File: src/rtl/lab1_adder_pkg.sv
// Shared types and helpers for the lab1 sequential adder.
package lab1_adder_pkg;

    typedef enum logic [1:0] {IDLE, RUN, DONE} state_t;

    // Digit-counter width for n digits; kept at least 1 bit so N=1 still has a counter.
    function automatic int cnt_width(input int n);
        return (n <= 2) ? 1 : $clog2(n);
    endfunction

endpackage

File: src/rtl/lab1_fa_cell.sv
// One-bit full adder cell, chained DIGIT_W deep inside the digit datapath.
module lab1_fa_cell (
    input  logic a_i,
    input  logic b_i,
    input  logic carry_i,
    output logic sum_o,
    output logic carry_o
);

    assign sum_o   = a_i ^ b_i ^ carry_i;
    assign carry_o = (a_i & b_i) | (carry_i & (a_i ^ b_i));

endmodule

File: src/rtl/lab1_seq_adder.sv
// Multi-cycle ripple adder, DIGIT_W bits per clock, valid/ready on both sides.
// Optional subtract support is enabled with the LAB1_SEQ_ADD_SUB_EN macro.
module lab1_seq_adder
    import lab1_adder_pkg::*;
#(
    parameter int WIDTH   = 8,
    parameter int DIGIT_W = 2
) (
    input  logic             clk_i,
    input  logic             rst_ni,
    input  logic             in_valid_i,
    output logic             in_ready_o,
    input  logic [WIDTH-1:0] a_i,
    input  logic [WIDTH-1:0] b_i,
    input  logic             carry_i,
`ifdef LAB1_SEQ_ADD_SUB_EN
    input  logic             sub_i,
`endif
    output logic             out_valid_o,
    input  logic             out_ready_i,
    output logic [WIDTH-1:0] sum_o,
    output logic             carry_o,
    output logic             overflow_o
);

    localparam int N  = WIDTH / DIGIT_W;
    localparam int CW = cnt_width(N);
    localparam logic [CW-1:0] LAST = CW'(N - 1);

    state_t state, state_nxt;

    logic [WIDTH-1:0]   a_q, b_q, acc_q, acc_nxt, b_eff;
    logic               carry_q, cin_eff;
    logic [CW-1:0]      cnt_q;
    logic [DIGIT_W-1:0] a_dig, b_dig, s_dig;
    logic [DIGIT_W:0]   c;
    int                 idx;

    // Subtraction folds into the add path as A + ~B + 1, so the datapath never changes.
`ifdef LAB1_SEQ_ADD_SUB_EN
    assign b_eff   = sub_i ? ~b_i : b_i;
    assign cin_eff = sub_i ? 1'b1 : carry_i;
`else
    assign b_eff   = b_i;
    assign cin_eff = carry_i;
`endif

    assign idx   = int'(cnt_q) * DIGIT_W;
    assign a_dig = a_q[idx +: DIGIT_W];
    assign b_dig = b_q[idx +: DIGIT_W];
    assign c[0]  = carry_q;

    for (genvar i = 0; i < DIGIT_W; i++) begin : g_fa
        lab1_fa_cell u_fa (
            .a_i     (a_dig[i]),
            .b_i     (b_dig[i]),
            .carry_i (c[i]),
            .sum_o   (s_dig[i]),
            .carry_o (c[i+1])
        );
    end

    always_comb begin
        acc_nxt = acc_q;
        acc_nxt[idx +: DIGIT_W] = s_dig;
    end

    always_comb begin
        state_nxt = state;
        case (state)
            IDLE:    if (in_valid_i)      state_nxt = RUN;
            RUN:     if (cnt_q == LAST)   state_nxt = DONE;
            DONE:    if (out_ready_i)     state_nxt = IDLE;
            default:                      state_nxt = IDLE;
        endcase
    end

    assign in_ready_o  = (state == IDLE);
    assign out_valid_o = (state == DONE);

    always_ff @(posedge clk_i or negedge rst_ni) begin
        if (!rst_ni) begin
            state      <= IDLE;
            a_q        <= '0;
            b_q        <= '0;
            acc_q      <= '0;
            carry_q    <= 1'b0;
            cnt_q      <= '0;
            sum_o      <= '0;
            carry_o    <= 1'b0;
            overflow_o <= 1'b0;
        end else begin
            state <= state_nxt;
            case (state)
                IDLE: if (in_valid_i) begin
                    a_q     <= a_i;
                    b_q     <= b_eff;
                    carry_q <= cin_eff;
                    cnt_q   <= '0;
                    acc_q   <= '0;
                end
                RUN: begin
                    acc_q   <= acc_nxt;
                    carry_q <= c[DIGIT_W];
                    cnt_q   <= cnt_q + 1'b1;
                    // Result registers only move on the final digit, so partial sums stay hidden.
                    if (cnt_q == LAST) begin
                        sum_o      <= acc_nxt;
                        carry_o    <= c[DIGIT_W];
                        overflow_o <= c[DIGIT_W-1] ^ c[DIGIT_W];
                    end
                end
                default: ;
            endcase
        end
    end

endmodule
File: config.mk
export PLATFORM = sky130hd
export DESIGN_NAME = lab1_seq_adder
export DESIGN_NICKNAME = d
export VERILOG_FILES = /design/src/rtl/lab1_adder_pkg.sv /design/src/rtl/lab1_fa_cell.sv /design/src/rtl/lab1_seq_adder.sv
export SDC_FILE = /design/constraint.sdc
export NUM_CORES = 1
export LEC_CHECK = 0
export CAP_MARGIN = 20
export CORE_MARGIN = 2
export CORE_UTILIZATION = 31
export DETAILED_ROUTE_END_ITERATION = 16
export PLACE_DENSITY = 0.56
export SLEW_MARGIN = 20
export SYNTH_ARGS = -nofsm -noshare
export SYNTH_HDL_FRONTEND = slang
export SYNTH_SLANG_ARGS = --single-unit
File: constraint.sdc
create_clock -name clk_i -period 6.6 [get_ports clk_i]
set_input_delay 1.32 -clock clk_i [delete_from_list [all_inputs] [get_ports clk_i]]
set_output_delay 1.32 -clock clk_i [all_outputs]
set_load 0.02 [all_outputs]
== Word-level counts from Yosys, hierarchy flattened ==
Index checks and enable logic that the tools add are counted.

* Register bits after elaboration: 39
* Input bits: 21
* Output and inout port bits: 12
* Word-level logic and storage cells: 49

* Add/sub/neg operators: 2
* Eq/ne operators: 6
* Shift-type cells: 4
* Mux-type cells: 11
* Bitwise logic cells: 11
* Reductions and logical operators: 6

{| class="wikitable"
|+ Operator list
! operator !! number
|-
| $neg A3 Y33 || 1
|-
| $shift A2 B33 Y8 const A || 1
|-
| $shiftx A2 B33 Y8 || 1
|-
| $pmux W8 S2 || 1
|-
| $shiftx A8 B4 Y2 || 2
|-
| $bwmux W8 || 1
|-
| $mux W2 || 4
|-
| $mux W8 || 1
|-
| $pmux W2 S3 || 1
|-
| $reduce_and A2 Y1 || 3
|-
| $xor A1 B1 Y1 || 5
|-
| $and A1 B1 Y1 || 4
|-
| $eq A2 B2 Y1 const B || 2
|-
| $ne A2 B2 Y1 const B || 2
|-
| $pmux W2 S2 || 1
|-
| $reduce_and A3 Y1 || 1
|-
| $add A2 B1 Y2 const B || 1
|-
| $eq A2 B1 Y1 const B || 1
|-
| $logic_not A2 Y1 || 1
|-
| $ne A2 B1 Y1 const B || 1
|-
| $or A1 B1 Y1 || 2
|-
| $pmux W1 S2 || 1
|-
| $reduce_bool A2 Y1 || 1
|-
| $mux W1 || 1
|}

== Logic depth before layout (Yosys ltp) ==
Gate-level depths: netlist of the first run.

* Depth in word-level cells: 8
* Mapped depth: 7
* Depth with buffers taken out: 6

== Cells and area by module ==
A second synthesis of the first run with hierarchy kept.

* Cells, all modules: 151
* Area, all modules: 1939.4 um^2

{| class="wikitable"
|+ Modules (own cells, without submodules)
! module !! instances !! cells an instance !! area each (um^2) !! seq. area each (um^2)
|-
| lab1_seq_adder || 1 || 149 || 1899.3 || 975.9
|-
| lab1_fa_cell || 2 || 1 || 20.0 || 0.0
|}

== Least setup slack after synthesis of the first run ==
No wires, ideal clock.

* Path type: flip-flop to flip-flop
* Start: register cnt_q[0]
* End: register acc_q[1]
* Setup time: 0.082 ns
* Arrival time: 2.543 ns
* Data required time: 6.518 ns
* Setup slack: 3.974 ns
* Stages on the path, launching flop included: 8
* Path buffers: 1
* Clock period less this slack: 2.626 ns
* Path through: dfrtp_1 buf_2 mux4_2 fa_1 fa_1 nor2b_1 nand2_1 o22ai_1

* Cells in the longest elaborated chain, start to end: 8
* Elaborated cells between the ends (all ways): 14
* Classes of those cells: add/sub: 1; shift: 4; mux: 2; bitwise: 7

{| class="wikitable"
|+ RTL lines
! item !! RTL line !! text
|-
| start: declaration || lab1_seq_adder.sv:34 || <nowiki>logic [CW-1:0] cnt_q;</nowiki>
|-
| start signal: assignment || lab1_seq_adder.sv:105 || <nowiki>cnt_q <= cnt_q + 1'b1;</nowiki>
|-
| $shiftx A8 B4 Y2 (on tied branches) || lab1_seq_adder.sv:49, lab1_seq_adder.sv:50 ||
|-
| $xor A1 B1 Y1 || lab1_fa_cell.sv:10, lab1_fa_cell.sv:11 ||
|-
| $and A1 B1 Y1 || lab1_fa_cell.sv:11 || <nowiki>assign carry_o = (a_i & b_i) | (carry_i & (a_i ^ b_i));</nowiki>
|-
| $or A1 B1 Y1 || lab1_fa_cell.sv:11 ||
|-
| $xor A1 B1 Y1 || lab1_fa_cell.sv:10 || <nowiki>assign sum_o = a_i ^ b_i ^ carry_i;</nowiki>
|-
| $shiftx A2 B33 Y8 || lab1_seq_adder.sv:65 || <nowiki>acc_nxt[idx +: DIGIT_W] = s_dig;</nowiki>
|-
| $bwmux W8 (*) || lab1_seq_adder.sv:65 ||
|-
| $pmux W8 S2 (*) || lab1_seq_adder.sv:94 || <nowiki>case (state)</nowiki>
|-
| end signal: assignment || lab1_seq_adder.sv:103 || <nowiki>acc_q <= acc_nxt;</nowiki>
|-
| end: declaration || lab1_seq_adder.sv:32 || <nowiki>logic [WIDTH-1:0] a_q, b_q, acc_q, acc_nxt, b_eff;</nowiki>
|}

Every way passes the cells marked *; elsewhere a longest branch is shown, timed or not.
A chain may end at the register's enable or synchronous reset.

== Final worst setup path of the first run ==
* Start: register state[1]
* End: output out_valid_o

* Cells in the longest elaborated chain, start to end: 1

{| class="wikitable"
|+ RTL lines
! item !! RTL line !! text
|-
| start: declaration || lab1_seq_adder.sv:30 || <nowiki>state_t state, state_nxt;</nowiki>
|-
| start signal: assignment || lab1_seq_adder.sv:93 || <nowiki>state <= state_nxt;</nowiki>
|-
| $eq A2 B2 Y1 || lab1_seq_adder.sv:79 || <nowiki>assign out_valid_o = (state == DONE);</nowiki>
|-
| end: declaration || lab1_seq_adder.sv:19 || <nowiki>output logic out_valid_o,</nowiki>
|}

Every way passes these cells.

==> results of run 1 <==
## area by class of cell
cell class              instances  area (sq um)  share of cell area
inverters                       8          30.0              0.0124
well taps                      77          96.3              0.0399
multi-input cells             102           888               0.368
flip-flops and latches         39           976               0.404
clock buffers                   8           100              0.0415
repair buffers                 33           323               0.134
## per-layer routing
metal	vias to the layer above	share of wire	wire (um)
li1	624	-	-
met1	620	0.48	1800
met2	31	0.47	1780
met3	5	0.036	137
met4	0	0.012	44
met5	-	0	0
## worst paths after layout
| check | end | slack [ps] | cells after the start |
|---|---|---|---|
| min in group asynchronous | b_q[5] | 1140 | 1 |
| max | out_valid_o | 3620 | 3 |
| min reg2reg | acc_q[6] | 490 | 1 |
| max in group asynchronous | sum_o[2] | 4920 | 1 |
| max reg2reg | acc_q[1] | 3720 | 6 |
| min | acc_q[6] | 490 | 1 |
## Yosys cell counts (2+ instances only)
cell / n
dfrtp_1: 39
a21oi_1: 15
nor2_1: 11
mux2_4: 9
inv_1: 8
mux2_2: 8
nor2b_1: 7
ha_1: 6
nand2_1: 6
a2bb2oi_1: 4
a32o_1: 4
mux4_2: 4
o21ai_0: 4
o22ai_1: 4
buf_2: 3
buf_6: 3
and3b_1: 2
fa_1: 2
nand2b_1: 2
nand3b_1: 2
## cells in the final DEF, fill, tap and decap left out, drive strengths merged, types with 2 or more instances in the layout
cell | Yosys | final
fa | 2 | 2
nand2b | 2 | 2
ha | 6 | 6
inv | 8 | 8
o21ai | 4 | 4
clkbuf | 0 | 8
a2bb2oi | 4 | 4
o22ai | 4 | 4
a21oi | 15 | 15
clkdlybuf4s50 | 0 | 31
mux4 | 4 | 4
nor2 | 11 | 11
nand3b | 2 | 2
and3b | 3 | 3
dfrtp | 39 | 39
nand2 | 6 | 6
nor2b | 7 | 7
mux2 | 17 | 17
buf | 8 | 2
a32o | 4 | 4
## flip-flops by register name, indices dropped and copies added, names as in the netlist
name and cells:
state 2, sum_o 8, a_q 8, carry_q 1, carry_o 1, cnt_q 2, overflow_o 1, acc_q 8
b_q 8
## worst max-delay path, cell delays in order (launching register included)
cell	delay (ps)
dfrtp_1	510
inv_1	100
nor2_1	140
clkdlybuf4s50_1	620
## power groups by stage
stage	combinational, mW	sequential (mW)	clock, mW
final	0.697	0.441	0.179
after CTS	0.707	0.445	0.183
after floorplan	0.520	0.443	0
after detailed placement	0.704	0.449	0
after global routing	0.765	0.459	0.197
after global placement	0.702	0.446	0
## cells by family (layout without fill, tap and decap cells)
| logic type | after synthesis | in the layout |
|---|---|---|
| buffers and inverters | 16 | 49 |
| AND/OR/NAND/NOR | 35 | 35 |
| AO/OA/AOI/OAI | 37 | 37 |
| XOR/XNOR | 1 | 1 |
| flip-flops | 39 | 39 |
| adder cells (fa/ha/maj) | 8 | 8 |
| multiplexers | 21 | 21 |
==> results.toml, run 1 <==
[route]
drc = 0
vias_per_cell = 4.79
routed_wl_um = 3760
dr.pass1.iters = 4
drt_first_iter_violations = 35
detail_route.wl_per_cell_um = 14.1
ant_nets = 0
via_count = 1280

[cts]
post_cts_buffers = 0
clkSinkCount = 39
cts_root_buf = "clkbuf_8"
numCtsBuffers = 5
clkLatencyLatePin_ps = 290
cts_tree = "done"
cts.reportedPaths.clkPinSlew_ps = 70
cts.htree.levels = 2
clock_path_buffers = 2
ctsHoldBuffers = 0
cts_resized = 0

[global_route]
grt_pass1_wl_um = 6320
met2_usage = 0.184
antenna_found_initial = 0
grt_pass1_vias = 1274
grt_max_degree = 40
grtUsageMet1 = 0.147
grtUsageTotal = 0.114
use_met3 = 0.0336
grt_overflow = 0
grt.busiest_layer = "met2"

[synthesis]
synth_mux_area_frac = 0.160
synthArstFlopShare = 1.00
synth_area_per_cell_sq_um = 12.6
ys_types = 34
ys_warn_count = 0
synth_edf_count = 0
synth_top_area_share = 0.495
synth_area_leader_cell = "dfrtp_1"
synthTopCellsByArea = "dfrtp_1, mux2_4, mux2_2"
yosys.area_share.adder = 0.0584
synth_compound_area_frac = 0.123
syn_area_sq_um = 1970
synth_top_family_by_area = "multiplexers"
synth-seq-cells = 39
synthSimpleGateAreaFrac = 0.105
ys.flop_type = "dfrtp_1"
synthXorXnorAreaFrac = 0.00444
synthCells = 157
syn_nets = 186
synth.yosys.seq_area_share = 0.495

[final_layout]
antenna_cells = 0
drive_above_1_share = 0.179
fin_cells = 267
nets = 218
area_growth_syn_to_layout_pct = 22.5
final_cell_area_sq_um = 2410
fillerInstances = 630
final_core_util = 0.387

[worst_setup_path]
startpoint_type = "flip-flop"
setup.worst_path.start = "state[1]"
end_kind = "output port"
worst-setup-path-type = "flip-flop to output port"
critPathRequiredTime_ps = 5280
critPathMaxFanout = 10
arrival_ps = 1660
r2r-start = "cnt_q[0]"

[timing]
slew_headroom = 0.424
setup_tns_ps = 0
worst_slack_ps = 3620
period_needed_ps = 2980
drv_slew = 0
setup_viol = 0
timing.final.hold_violations = 0
rsz0062_at_grt = "false"
fin_worst_skew_ps = 3.72
tightest_slew_ps = 864
min_period_over_period = 0.451
holdWs_ps = 486
fmax_mhz = 336

[power]
peakVddDrop_uv = 237
leakagePower_nw = 1.03
p_switching_mw = 0.511
combPwrFrac = 0.530
p_sw_frac = 0.388
finalPower_mw = 1.32
power_density_nw_per_um2 = 546
p_int_mw = 0.806
power_frac_clock = 0.136
p_seq_frac = 0.335

[placed_design]
numPortBuffers = 32
placed_cells = 259
post-place-ws_ps = 3710
hpwl_um = 2710
place_congestion = 0.806
placed_area_sq_um = 2310

[floorplanning]
start_util = 0.316
fp.dieH_um = 83.7
ios = 33
die_w_um = 83.7
dieArea_sq_um = 7010
coreArea_sq_um = 6240
num_rows = 29

[hold_path]
hp-class = "flip-flop to flip-flop"
holdCritStartpoint = "acc_q[6]"

[job]
maxCapViolations = 0

[status]
status = "completed"
Power figures use the tool's default switching activity.
==> run 2: changes to the inputs <==
--- a/config.mk
+++ b/config.mk
@@ -9,7 +9,7 @@
 export CORE_MARGIN = 2
 export CORE_UTILIZATION = 31
 export DETAILED_ROUTE_END_ITERATION = 16
-export PLACE_DENSITY = 0.56
+export PLACE_DENSITY = 0.58
 export SLEW_MARGIN = 20
 export SYNTH_ARGS = -nofsm -noshare
 export SYNTH_HDL_FRONTEND = slang
==> constraint.sdc (replaced) <==
create_clock -name clk_i -period 2.65 [get_ports clk_i]
set_input_delay 0.53 -clock clk_i [delete_from_list [all_inputs] [get_ports clk_i]]
set_output_delay 0.53 -clock clk_i [all_outputs]
set_load 0.02 [all_outputs]
==> results.toml, run 2 (synthesized netlist as in run 1, its figures left out) <==
[status]
status = "completed"

[floorplanning]
die_w_um = 83.7
num_rows = 29
start_util = 0.316
fp.dieH_um = 83.7
dieArea_sq_um = 7010
ios = 33
coreArea_sq_um = 6240

[worst_setup_path]
crit_path_frequent_cell = "fa_1"
startpoint_type = "flip-flop"
critPathMaxFanout = 4
critPathRequiredTime_ps = 2860
arrival_ps = 2690
worst-setup-path-type = "flip-flop to flip-flop"
r2r_slack_ps = 170
r2r-start = "cnt_q[0]"
path_cells = "mux4_2 > fa_1 > fa_1 > nor2b_2 > nand2_1 > o22ai_1"
r2r_cells = 6
timing.rr.end = "acc_q[1]"
cpMaxStageDelayCell = "mux4_2"
end_kind = "flip-flop"
cpPeakStageDelay_ps = 540

[route]
ant_nets = 0
routed_wl_um = 3780
detail_route.wl_per_cell_um = 13.8
drc = 0
via_count = 1294
vias_per_cell = 4.74
drt_first_iter_violations = 76
dr.pass1.iters = 4

[cts]
clock_path_buffers = 2
cts_tree = "done"
cts_root_buf = "clkbuf_8"
cts.reportedPaths.clkPinSlew_ps = 70
cts_resized = 0
clkLatencyLatePin_ps = 290
post_cts_buffers = 0
cts.htree.levels = 2
ctsHoldBuffers = 0
numCtsBuffers = 5
clkSinkCount = 39

[power]
power_density_nw_per_um2 = 1400
peakVddDrop_uv = 604
leakagePower_nw = 1.05
finalPower_mw = 3.42

[global_route]
grtUsageMet1 = 0.147
grt_pass1_vias = 1360
grtUsageTotal = 0.116
use_met3 = 0.0326
grt_pass1_wl_um = 6470
antenna_found_initial = 0
met2_usage = 0.194
grt_overflow = 0
grt_max_degree = 40
grt.busiest_layer = "met2"

[job]
maxCapViolations = 0

[placed_design]
place_congestion = 0.781
numPortBuffers = 32
hpwl_um = 2770

[timing]
timing.final.hold_violations = 0
period_needed_ps = 2480
fmax_mhz = 403
setup_viol = 0
holdWs_ps = 364
tightest_slew_ps = 869
slew_headroom = 0.421
rsz0062_at_grt = "false"
fin_worst_skew_ps = 5.34
drv_slew = 0
min_period_over_period = 0.936
setup_tns_ps = 0

[final_layout]
final_common_cell = "dfrtp_1"
nets = 224
antenna_cells = 0
drive_above_1_share = 0.204
final_cell_mix = "dfrtp_1, clkdlybuf4s50_1, a21oi_1"
area_growth_syn_to_layout_pct = 23.9

[hold_path]
hp-class = "input port to asynchronous set/reset pin"
## run 2: changes by cell type in the layout (fill, tap and decap cells not counted)
cell      change
buf_4         +6
clkbuf_8      -2
clkbuf_1      +1
clkinv_2      +1
nor2b_1       -1
nor2b_2       +1
## run 2: final cells by class
| class | count | area, sq um |
|---|---|---|
| fill | 628 | 3800 |
| sequential | 39 | 976 |
| multi-input combinational | 102 | 891 |
| timing repair buffer | 39 | 368 |
| tap | 77 | 96.3 |
| clock buffer | 7 | 76.3 |
| inverter | 8 | 30.0 |
| clock inverter | 1 | 5.00 |
## run 2: how the worst max path moves through the flow
stage / from / end / depth (start not counted)
2_1_floorplan: cnt_q[0] / acc_q[1] / 7
4_1_cts: cnt_q[0] / acc_q[1] / 6
6_report: cnt_q[0] / acc_q[1] / 6
5_1_grt: cnt_q[0] / acc_q[1] / 6
3_5_place_dp: cnt_q[0] / acc_q[1] / 6
3_3_place_gp: cnt_q[0] / acc_q[1] / 6
## run 2: worst max-delay path, delay by kind of cell (launching register included)
kind | cells | cell delay (ps)
adder cells (fa/ha/maj) | 2 | 950
flip-flops | 1 | 440
AND/OR/NAND/NOR | 2 | 290
AO/OA/AOI/OAI | 1 | 170
multiplexers | 1 | 540
## run 2: stage by stage
step	cells	cell area (sq um)	setup slack (ps)	utilization
floorplan	157	1970	24.3	-
global placement	265	2360	189	0.378
detailed placement	265	2360	104	0.378
CTS	273	2440	104	0.391
global route	273	2440	34.4	0.391
finish	273	2440	170	0.391
## run 2: layer usage
layer	share of wire	vias to the layer above
met2	0.49	27
met4	0.0040	0
met3	0.036	2
li1	-	634
met1	0.47	631
met5	0	-
## run 2: power breakdown
part	switching (mW)	internal [mW]
registers	0.189	0.877
logic	0.938	1.03
clock network	0.198	0.185
total	1.32	2.09
==> variant, RTL diff (settings of run 2) <==
Add a define of `LAB1_SEQ_ADD_SUB_EN`.
--- a/src/rtl/lab1_seq_adder.sv
+++ b/src/rtl/lab1_seq_adder.sv
@@ -2,2 +2,4 @@
 // Optional subtract support is enabled with the LAB1_SEQ_ADD_SUB_EN macro.
+`define LAB1_SEQ_ADD_SUB_EN
+
 module lab1_seq_adder
Ports: changed (added sub_i); port bits go from 33 to 34. The function was not compared with the original's and may differ.
==> variant against run 2 <==
Critical path depth is 1 lower. Cell area is 1.4% higher. Sequential cell count stayed put. Area after synthesis is 0.44% lower. Wire length is 0.29% lower. Worst setup slack better by 5.6 ps. Power is 3.1% lower. Critical path type unchanged. Critical endpoint is now sum_o[1]$_DFFE_PN0P_. Highest routed layer unchanged.
==> variant: results <==
group,metric,value,unit
run_status,status,"finished, final reports clean",
sta,fmax,404,MHz
sta,tightest_slew,868,ps
power,ir_drop,0.000626,V
layout,stdcell_count,278,
yosys,synth-seq-area-share,0.497,
yosys,synth.avg_cell_area,11.7,µm²
place,portBuffers,33,
yosys,synth_area_leaders,"dfrtp_1 50%, a21oi_1 6.6%, mux4_2 4.6%",
routing,drt-initial-drc-count,67,
place,post-dp-hpwl,2690,µm
place,dp_cells,270,
sta,final.setup_skew,10.2,ps
place,dp_worst_setup_slack,103,ps
worst_setup_path,crit_fanout,8,
routing,drt-met1-wl,1830,µm
routing,met2_length,1700,µm
worst_setup_path,arrival,2700,ps
yosys,synth.distinct_cells,29,
yosys,synth_commonest_cells,"39 x dfrtp_1, 26 x a21oi_1, 19 x nor2_1, 10 x nor2b_1, 9 x xnor2_1",
grt,grt_pass1_wl,6690,µm
place,placed_cell_area,0.00236,mm²
routing,wl,3770,µm
power,cellLeakagePower,1.02,nW
routing,vias_per_cell,4.72,
grt,grtUsageTotal,0.121,
routing,wl_met3,165,µm
layout,drive_gt1_frac,0.172,
==> variant: layout make-up <==
cell class / count / area (µm²)
fillers: 589 / 3550
flip-flops and latches: 39 / 976
multi-input cells: 114 / 908
repair buffers: 39 / 370
well taps: 75 / 93.8
clock buffers: 6 / 82.6
clock inverters: 2 / 35.0
inverters: 3 / 11.3
==> variant: critical path, cell delays in order (launching register included) <==
cell,delay [ps]
dfrtp_1,470
mux4_2,560
fa_1,460
fa_2,660
a21oi_1,90
a21oi_1,150
==> variant: routing by layer <==
layer  up-vias  global-route usage
met5         -                   0
met4         0              0.0674
met3         7              0.0277
met2        26               0.183
met1       620               0.161
li1        660                   -
==> variant: final timing paths <==
kind | cells past startpoint | end
max in group asynchronous | 1 | acc_q[1]$_DFFE_PN0P_
worst min-delay path | 1 | cnt_q[1]$_DFFE_PN0P_
worst max register to register | 5 | sum_o[1]$_DFFE_PN0P_
worst max-delay path | 5 | sum_o[1]$_DFFE_PN0P_
worst min register to register | 1 | acc_q[0]$_DFFE_PN0P_
min in group clk_i | 1 | acc_q[0]$_DFFE_PN0P_
==> variant: timing repair <==
| action | 4_1_cts | 5_1_grt |
|---|---|---|
| endpoints found under the hold margin | 0 | 0 |
| resized for setup | 0 | 1 |
| endpoints found under the setup margin | 0 | 4 |
==> variant: power by group <==
group          switching [mW]  internal (mW)  total, mW
Sequential              0.174          0.866       1.04
Clock                   0.216          0.305      0.521
Combinational           0.920          0.830       1.75
Total                    1.31           2.00       3.31
==> variant: cell families (layout without fill, tap and decap cells) <==
| group | count (synthesis) | after routing | share of synthesized area |
|---|---|---|---|
| AO/OA/AOI/OAI | 44 | 44 | 0.142 |
| XOR/XNOR | 9 | 9 | 0.0402 |
| adder cells (fa/ha/maj) | 8 | 8 | 0.0587 |
| buffers and inverters | 14 | 50 | 0.0408 |
| flip-flops | 39 | 39 | 0.497 |
| multiplexers | 13 | 13 | 0.101 |
| AND/OR/NAND/NOR | 40 | 40 | 0.119 |
